## src/rtl/fetch_sequencer_if.sv

```systemverilog
// Fetch sequencer bus: control inputs, instruction-memory port and decode-side outputs.
// master = environment (core/memory side), slave = the sequencer.
interface fetch_sequencer_if;
  logic        start;
  logic        stall;
  logic        branch_taken;
  logic [31:0] branch_target;
  logic [31:0] imem_addr;
  logic [31:0] imem_instr;
  logic [31:0] instr_out;
  logic [31:0] instr_pc;
  logic        instr_valid;
  logic        halted;
  logic [1:0]  err;
  logic [15:0] fetch_count;

  modport master (
    output start, stall, branch_taken, branch_target, imem_instr,
    input  imem_addr, instr_out, instr_pc, instr_valid, halted, err, fetch_count
  );

  modport slave (
    input  start, stall, branch_taken, branch_target, imem_instr,
    output imem_addr, instr_out, instr_pc, instr_valid, halted, err, fetch_count
  );
endinterface

```

## src/rtl/fetch_sequencer.sv

```systemverilog
// PC owner and fetch register for the single-cycle core's combinational instruction memory.
// Define FETCH_COUNT_EN to build the saturating delivered-instruction counter on fetch_count.
module fetch_sequencer #(
  parameter logic [31:0] RESET_PC  = 32'h0000_0000,
  parameter int unsigned MEM_BYTES = 128,
  parameter logic [31:0] SENTINEL  = 32'hFFFF_FFFF
) (
  input  logic               clk,
  input  logic               rst,
  fetch_sequencer_if.slave   fs
);

  typedef enum logic [1:0] {S_IDLE, S_RUN, S_HALT} state_e;

  localparam logic [31:0] LAST_PC = 32'(MEM_BYTES - 4);

  state_e      state_q, state_d;
  logic [31:0] pc_q, pc_d;
  logic [31:0] instr_q, instr_d;
  logic [31:0] ipc_q, ipc_d;
  logic        vld_q, vld_d;
  logic        end_q, end_d;
  logic [1:0]  err_q, err_d;
  logic [32:0] pc_inc;
  logic [15:0] count_w;

  assign pc_inc = {1'b0, pc_q} + 33'd4;

  always_ff @(posedge clk or posedge rst) begin
    if (rst) begin
      state_q <= S_IDLE;
      pc_q    <= RESET_PC;
      instr_q <= '0;
      ipc_q   <= '0;
      vld_q   <= 1'b0;
      end_q   <= 1'b0;
      err_q   <= 2'd0;
    end else begin
      state_q <= state_d;
      pc_q    <= pc_d;
      instr_q <= instr_d;
      ipc_q   <= ipc_d;
      vld_q   <= vld_d;
      end_q   <= end_d;
      err_q   <= err_d;
    end
  end

  // end_q marks that the last word in memory was delivered; the next
  // unstalled, unredirected cycle would fetch past the end and halts instead.
  always_comb begin
    state_d = state_q;
    pc_d    = pc_q;
    instr_d = instr_q;
    ipc_d   = ipc_q;
    vld_d   = vld_q;
    end_d   = end_q;
    err_d   = err_q;
    case (state_q)
      S_IDLE, S_HALT: begin
        vld_d = 1'b0;
        if (fs.start) begin
          state_d = S_RUN;
          pc_d    = RESET_PC;
          err_d   = 2'd0;
          end_d   = 1'b0;
        end
      end
      S_RUN: begin
        if (!fs.stall) begin
          vld_d = 1'b0;
          if (fs.branch_taken && (fs.branch_target[1:0] != 2'b00)) begin
            state_d = S_HALT;
            err_d   = 2'd1;
          end else if (fs.branch_taken && (fs.branch_target > LAST_PC)) begin
            state_d = S_HALT;
            err_d   = 2'd2;
          end else if (fs.branch_taken) begin
            pc_d  = fs.branch_target;
            end_d = 1'b0;
          end else if (end_q) begin
            state_d = S_HALT;
            err_d   = 2'd2;
          end else if (fs.imem_instr == SENTINEL) begin
            state_d = S_HALT;
            err_d   = 2'd0;
          end else begin
            instr_d = fs.imem_instr;
            ipc_d   = pc_q;
            vld_d   = 1'b1;
            if (pc_inc > {1'b0, LAST_PC}) end_d = 1'b1;
            else                          pc_d  = pc_inc[31:0];
          end
        end
      end
      default: state_d = S_IDLE;
    endcase
  end

`ifdef FETCH_COUNT_EN
  logic [15:0] cnt_q;
  logic        deliver;

  function automatic logic [15:0] sat_inc(input logic [15:0] v);
    return (v == 16'hFFFF) ? v : v + 16'd1;
  endfunction

  // vld_d rises only on a genuine delivery, so it doubles as the count enable.
  assign deliver = (state_q == S_RUN) && !fs.stall && vld_d;

  always_ff @(posedge clk or posedge rst) begin
    if (rst)          cnt_q <= '0;
    else if (deliver) cnt_q <= sat_inc(cnt_q);
  end

  assign count_w = cnt_q;
`else
  assign count_w = '0;
`endif

  always_comb begin
    fs.imem_addr   = pc_q;
    fs.instr_out   = instr_q;
    fs.instr_pc    = ipc_q;
    fs.instr_valid = vld_q;
    fs.halted      = (state_q == S_HALT);
    fs.err         = err_q;
    fs.fetch_count = count_w;
  end

endmodule

```

## src/flat_wrapper.sv

```systemverilog
// flat-port wrapper written by rule: the top's interface ports become plain ports
module fetch_sequencer_flat 
#(
  parameter logic [31:0] RESET_PC  = 32'h0000_0000,
  parameter int unsigned MEM_BYTES = 128,
  parameter logic [31:0] SENTINEL  = 32'hFFFF_FFFF
)
  (clk, rst, fs_start, fs_stall, fs_branch_taken, fs_branch_target, fs_imem_instr, fs_imem_addr, fs_instr_out, fs_instr_pc, fs_instr_valid, fs_halted, fs_err, fs_fetch_count);
  fetch_sequencer_if fs_i ();
  input  logic clk;
  input  logic rst;
  input wire logic [$bits(fs_i.start)-1:0] fs_start;
  input wire logic [$bits(fs_i.stall)-1:0] fs_stall;
  input wire logic [$bits(fs_i.branch_taken)-1:0] fs_branch_taken;
  input wire logic [$bits(fs_i.branch_target)-1:0] fs_branch_target;
  input wire logic [$bits(fs_i.imem_instr)-1:0] fs_imem_instr;
  output wire logic [$bits(fs_i.imem_addr)-1:0] fs_imem_addr;
  output wire logic [$bits(fs_i.instr_out)-1:0] fs_instr_out;
  output wire logic [$bits(fs_i.instr_pc)-1:0] fs_instr_pc;
  output wire logic [$bits(fs_i.instr_valid)-1:0] fs_instr_valid;
  output wire logic [$bits(fs_i.halted)-1:0] fs_halted;
  output wire logic [$bits(fs_i.err)-1:0] fs_err;
  output wire logic [$bits(fs_i.fetch_count)-1:0] fs_fetch_count;
  assign fs_i.start = fs_start;
  assign fs_i.stall = fs_stall;
  assign fs_i.branch_taken = fs_branch_taken;
  assign fs_i.branch_target = fs_branch_target;
  assign fs_i.imem_instr = fs_imem_instr;
  assign fs_imem_addr = fs_i.imem_addr;
  assign fs_instr_out = fs_i.instr_out;
  assign fs_instr_pc = fs_i.instr_pc;
  assign fs_instr_valid = fs_i.instr_valid;
  assign fs_halted = fs_i.halted;
  assign fs_err = fs_i.err;
  assign fs_fetch_count = fs_i.fetch_count;
  fetch_sequencer #(.RESET_PC(RESET_PC), .MEM_BYTES(MEM_BYTES), .SENTINEL(SENTINEL)) u_core (.clk(clk), .rst(rst), .fs(fs_i));
endmodule
```

## config.mk

```make
export PLATFORM = sky130hd
export DESIGN_NAME = fetch_sequencer_flat
export DESIGN_NICKNAME = d
export VERILOG_FILES = /design/src/rtl/fetch_sequencer_if.sv /design/src/rtl/fetch_sequencer.sv /design/src/flat_wrapper.sv
export SDC_FILE = /design/constraint.sdc
export NUM_CORES = 1
export LEC_CHECK = 0
export ABC_CLOCK_PERIOD_IN_PS = 8900
export BUFFER_PORTS_ARGS = -buffer_cell sky130_fd_sc_hd__buf_2
export CORE_MARGIN = 2
export CORE_UTILIZATION = 30
export DETAILED_ROUTE_END_ITERATION = 8
export PLACE_DENSITY = 0.52
export SYNTH_ARGS = -nofsm -noshare
export SYNTH_HDL_FRONTEND = slang
export SYNTH_SLANG_ARGS = --single-unit
```

## constraint.sdc

```tcl
create_clock -name clk -period 8.9 [get_ports clk]
set_input_delay 0.89 -clock clk [delete_from_list [all_inputs] [get_ports clk]]
set_output_delay 0.89 -clock clk [all_outputs]
set_load 0.1 [all_outputs]
```

# Word-level counts from Yosys, hierarchy flattened
# Index checks and enable logic that the tools add are counted.
# Widths: inputs -> output; s select.
# totals
ff_bits,102
inputBits,69
# classes
bitwise_logic,6
n_mux,41
eq_ne,12
n_reduce_logical,12
n_addsub,1
magnitude_cmp,2
# op_table
operator,count
$mux 32,8
$pmux 32 s2,1
$add 32x3->33 const B,1
$gt 33x7->1 const B,1
$eq 32x32->1 const B,1
$gt 32x7->1 const B,1
$mux 2,14
$mux 1,14
$reduce_and 5->1,2
$ne 3x3->1 const B,3
$ne 2x2->1 const B,4
$pmux 2 s2,2
$reduce_and 8->1,1
$reduce_and 7->1,1
$not 1->1,6
$ne 5x1->1 const B,1
$ne 4x2->1 const B,1
$pmux 1 s2,2
$reduce_and 4->1,1
$reduce_bool 2->1,2
$eq 2x1->1 const B,1
$eq 2x2->1 const B,1
$logic_and 1x1->1,2
$logic_not 2->1,1
other kinds (2),2

# Depth between registers and ports, before layout
# depth
depth_word,10
mapped_depth,11
mapped_depth_nobuf,10

# Worst setup path after synthesis
# No wires, ideal clock.
# synth_path
path_kind,register -> register
startpoint,register u_core.pc_q[3] (netlist: u_core.fs.imem_addr[3])
endpoint,register u_core.pc_q[3] (netlist: u_core.fs.imem_addr[3])
path_slack_ps,5175
stages_incl_launch_ff,10
t_required_ps,8774
t_arrival_ps,3599
setup_time_ps,126
path_cell_list,dfrtp_1 -> ha_1 -> nand3_4 -> nor4_2 -> nand3_1 -> a221o_1 -> nor4_2 -> nor4b_4 -> nor2_4 -> mux2_4
# synth_between
elab_chain_len,9
# synth_rtl
item,line_no,text
start: declaration,fetch_sequencer.sv:18,"logic [31:0] pc_q, pc_d;"
start signal: assignment,fetch_sequencer.sv:40,pc_q <= pc_d;
$add 32x3->33 *,fetch_sequencer.sv:27,"assign pc_inc = {1'b0, pc_q} + 33'd4;"
"parallel branches: the longest is 8 deep, another holds $gt 33x7->1",n/a,
# Every way passes the cells marked *. The select of a mux whose other input is x is not followed.
# A chain may end at the register's enable or synchronous reset.

# Final worst setup path
# Ends and elaborated chain as after synthesis.

==> results summary <==
The summed instance area of the synthesized netlist is 4840 um2. Of the cells placed in the final design, the portion with a size suffix greater than 1 is 46.8%. On the critical path the largest part of the delay comes from simple AND/OR/NAND/NOR gates. The shortest period the worst path allows is 3.52 ns. The number of antenna diodes in the final layout is 0. Sequential elements use 52.8% of the synthesized area. By instance count, the cell type seen most on the critical path is sky130_fd_sc_hd__nor4_2.

The beginning of the critical path is u_core.fs.imem_addr[3]. The critical path's largest stage delay is 0.55 ns. Summed over all layers, the routed wires come to 12300 um. The number of antenna violations at the first check in global routing is 0. After technology mapping, the gate count stands at 404.

Counting buffers and inverters, the worst setup path is 9 cells deep. The number of buffers inserted for hold repair after clock tree synthesis is 0. The final hold slack came out at 0.491 ns. Dividing the detail-routed via count by the number of cells gives 4.78. Cells fill 38.7% of the core in the end. The async set-or-reset flop fraction in the synthesized netlist is 100%.

The number of gates resized after CTS was 0. Across the run, the number of max-cap violations was 0. The area added between synthesis and finish is 26.7%.

In this run, placement finished with an instance count of 771. The number of rows in the core area came out at 46. The H-tree was split into 3 levels. The worst register-to-register path ends at u_core.fs.imem_addr[3]. The number of fill cells in the layout is 1582.

The run finished with clean final reports. The maximum number of pins on one net before global-route repair came out at 78. The design draws 2.19 mW. The violation count after the first detailed-routing iteration is 106.

The final RePlAce weighted congestion came out at 0.785. Ranked by instance count, the synthesized netlist is headed by sky130_fd_sc_hd__dfrtp_1, sky130_fd_sc_hd__mux2_2, sky130_fd_sc_hd__and2_1. In the post-synthesis netlist, the cell with the most instances is sky130_fd_sc_hd__dfrtp_1.

The I/O pin total came out at 185. The worst endpoint data arrival time is 3.76 ns. The clock skew came out at 0.00978 ns. The worst reg-to-reg path cell count came out at 9. The per-instance average area after synthesis is 12.0 um2. The die boundary height is 131 um.

The DRC violation count after routing is 0. The count of endpoints failing setup in the final report is 0. At the pin with the least slew margin, the transition time is 0.986 ns. The worst-skew pair later-pin latency came out at 0.36 ns.

The final hold violation count is 0. After synthesis, the cell types taking the most area are sky130_fd_sc_hd__dfrtp_1, sky130_fd_sc_hd__mux2_2, sky130_fd_sc_hd__and2_1. The floorplan step defined a die boundary enclosing 17200 um2. Clock tree synthesis inserted a total of 9 buffers.

Among all flip-flop cells after synthesis, the most frequent one is sky130_fd_sc_hd__dfrtp_1. The cell at the root of the clock tree is sky130_fd_sc_hd__clkbuf_16. The clock net sink count came out at 102.

The number of global-route vias before repair came out at 3614. The width of the die came out at 131 um. The buffer and inverter count on the worst path is 0. The detailed-route wire length per cell is 15.6 um. The maximum buffer depth of the clock tree is 2.

The CTS tree is built. The leakage component of the power came out at 3.07 nW. For this design the ratio of total power to cell area is 358 nW/um2.

The setup path with the least slack is of type flop to flop. The post-placement worst setup slack is 5.35 ns. Of all nets on the critical path, the largest fanout is 25. Setup slack closes at 5.38 ns. The effective utilization at floorplan is 30.6%. The vias after detailed routing is 3764. The signal on the critical path passes through ha_1 -> nand3_4 -> nor4_2 -> nand3_1 -> a221o_1 -> nor4_2 -> nor4b_4 -> nor2_4 -> mux2_4. The fraction of synthesized cell area taken by the top area cell type is 52.8%. The finished cells cover 6130 um2. The total setup buffers inserted after CTS is 0. The capturing element of the worst setup path is u_core.fs.imem_addr[3].

The cell at the slowest stage of the critical path is sky130_fd_sc_hd__nor4b_4. The standard cell area after detailed placement is 5820 um2. The min-delay analysis places its worst path in the category input port to asynchronous set/reset pin. The overall fraction of global-route tracks in use came out at 14.3%. The number of detailed-routing iterations run before antenna repair came out at 4.

The final total negative setup slack is 0 ns. The synthesized netlist contains 60 unique library cells. The endpoint kind of the worst setup timing path is a flop. The required time of the worst setup path is 9.14 ns. The final critical path takes up 39.5% of the cycle.

The normalized max-slew margin came out at 34.3%. Summed over all instances, the cell type with the most area after synthesis is sky130_fd_sc_hd__dfrtp_1. The worst register-to-register path begins at u_core.fs.imem_addr[3]. The worst setup path is launched from a flop. The post-route antenna net violation count came out at 0. The synthesis-stage register bit count came out at 102. The count of flip-flops with a built-in enable after synthesis is 0. The sum of overflow across all layers after global routing is 0. The worst ir drop on vdd is 0.379 mV. The layout net count came out at 637. The clock transition at the registers of the reported paths came out at 0.08 ns. Setup repair after global routing left no endpoint under its margin.

Summed over all nets, the half-perimeter wirelength after detailed placement is 9000 um. During synthesis, Yosys emitted a total of 0 warnings. The total area inside the core boundary comes to 15800 um2. In this run the register-to-register setup slack is 5.38 ns. The fmax came out at 284 MHz. The first global-routing pass estimated 19100 um of wire.

Input and output buffers added on the ports amount to 168. The final count of pins violating max slew is 0. The final cell count without fillers is 787.
## worst reg2reg max path, delay by kind of cell, from the launching register on
family	cells	cell delay (ns)
DFF	1	0.51
muxes	1	0.34
AOI/OAI and AO/OA	1	0.37
and+or+nand+nor	6	1.82
adders and majority gates	1	0.37
## placed cells by master (no fill, tap or decap), types with 8 or more instances in the layout
cell type,instances
sky130_fd_sc_hd__nor4_1,11
sky130_fd_sc_hd__and2_1,27
sky130_fd_sc_hd__a21oi_1,10
sky130_fd_sc_hd__dfrtp_1,102
sky130_fd_sc_hd__nand4_1,17
sky130_fd_sc_hd__buf_2,168
sky130_fd_sc_hd__nor2_1,15
sky130_fd_sc_hd__conb_1,16
sky130_fd_sc_hd__nor3_1,11
sky130_fd_sc_hd__nand3_1,8
sky130_fd_sc_hd__mux2_2,65
sky130_fd_sc_hd__nand2_1,12
sky130_fd_sc_hd__clkbuf_16,9
## cell families after synthesis
family,after synthesis,share of synthesized area (%)
fa+ha+maj,2,0.517
compound gates,52,7.58
buf+inv,38,4.55
other cells,1,0.0775
xor+xnor,11,1.99
mux,66,15.4
flops,102,52.8
simple gates,132,17.1
## flip-flops by register name, indices dropped and copies added (netlist names)
register and flops:
u_core.end_q 1, u_core.fs.err 2, u_core.fs.imem_addr 32, u_core.fs.instr_out 32, u_core.fs.instr_pc 32, u_core.fs.instr_valid 1
u_core.state_q 2
## how the worst min path moves through the flow
stage / start / end / slack [ns] / cells past startpoint
floorplan: u_core.end_q / u_core.end_q / 0.61 / 2
global placement: u_core.fs.instr_pc[9] / u_core.fs.instr_pc[9] / 0.48 / 1
detailed placement: u_core.fs.instr_out[2] / u_core.fs.instr_out[2] / 0.49 / 1
CTS: rst / u_core.fs.instr_out[10] / 0.50 / 2
global route: rst / u_core.fs.instr_out[15] / 0.52 / 2
finish: rst / u_core.fs.instr_out[10] / 0.49 / 2
## metal layers
| layer | up-vias | part of all wire, % | routed length (um) | track usage, % |
|---|---|---|---|---|
| met5 | - | 0 | 0 | 0 |
| met2 | 123 | 46 | 5690 | 21.6 |
| met1 | 1844 | 46 | 5630 | 19.6 |
| li1 | 1782 | - | - | - |
| met3 | 15 | 6.2 | 758 | 4.03 |
| met4 | 0 | 1.5 | 190 | 5.32 |
## where the power goes
part           switching, mW  internal [mW]
Clock                  0.186          0.222
Combinational          0.941          0.202
Sequential            0.0782          0.565
## cell type report
| cell class | instances | area, um2 | area share [%] |
|---|---|---|---|
| Multi-Input combinational cell | 279 | 2120 | 34.6 |
| Timing Repair Buffer | 170 | 856 | 14.0 |
| Tap cell | 216 | 270 | 4.41 |
| Clock buffer | 9 | 225 | 3.67 |
| Sequential cell | 102 | 2550 | 41.6 |
| Clock inverter | 7 | 85.1 | 1.39 |
| Inverter | 4 | 17.5 | 0.286 |
(Power assumes the default switching activity.)
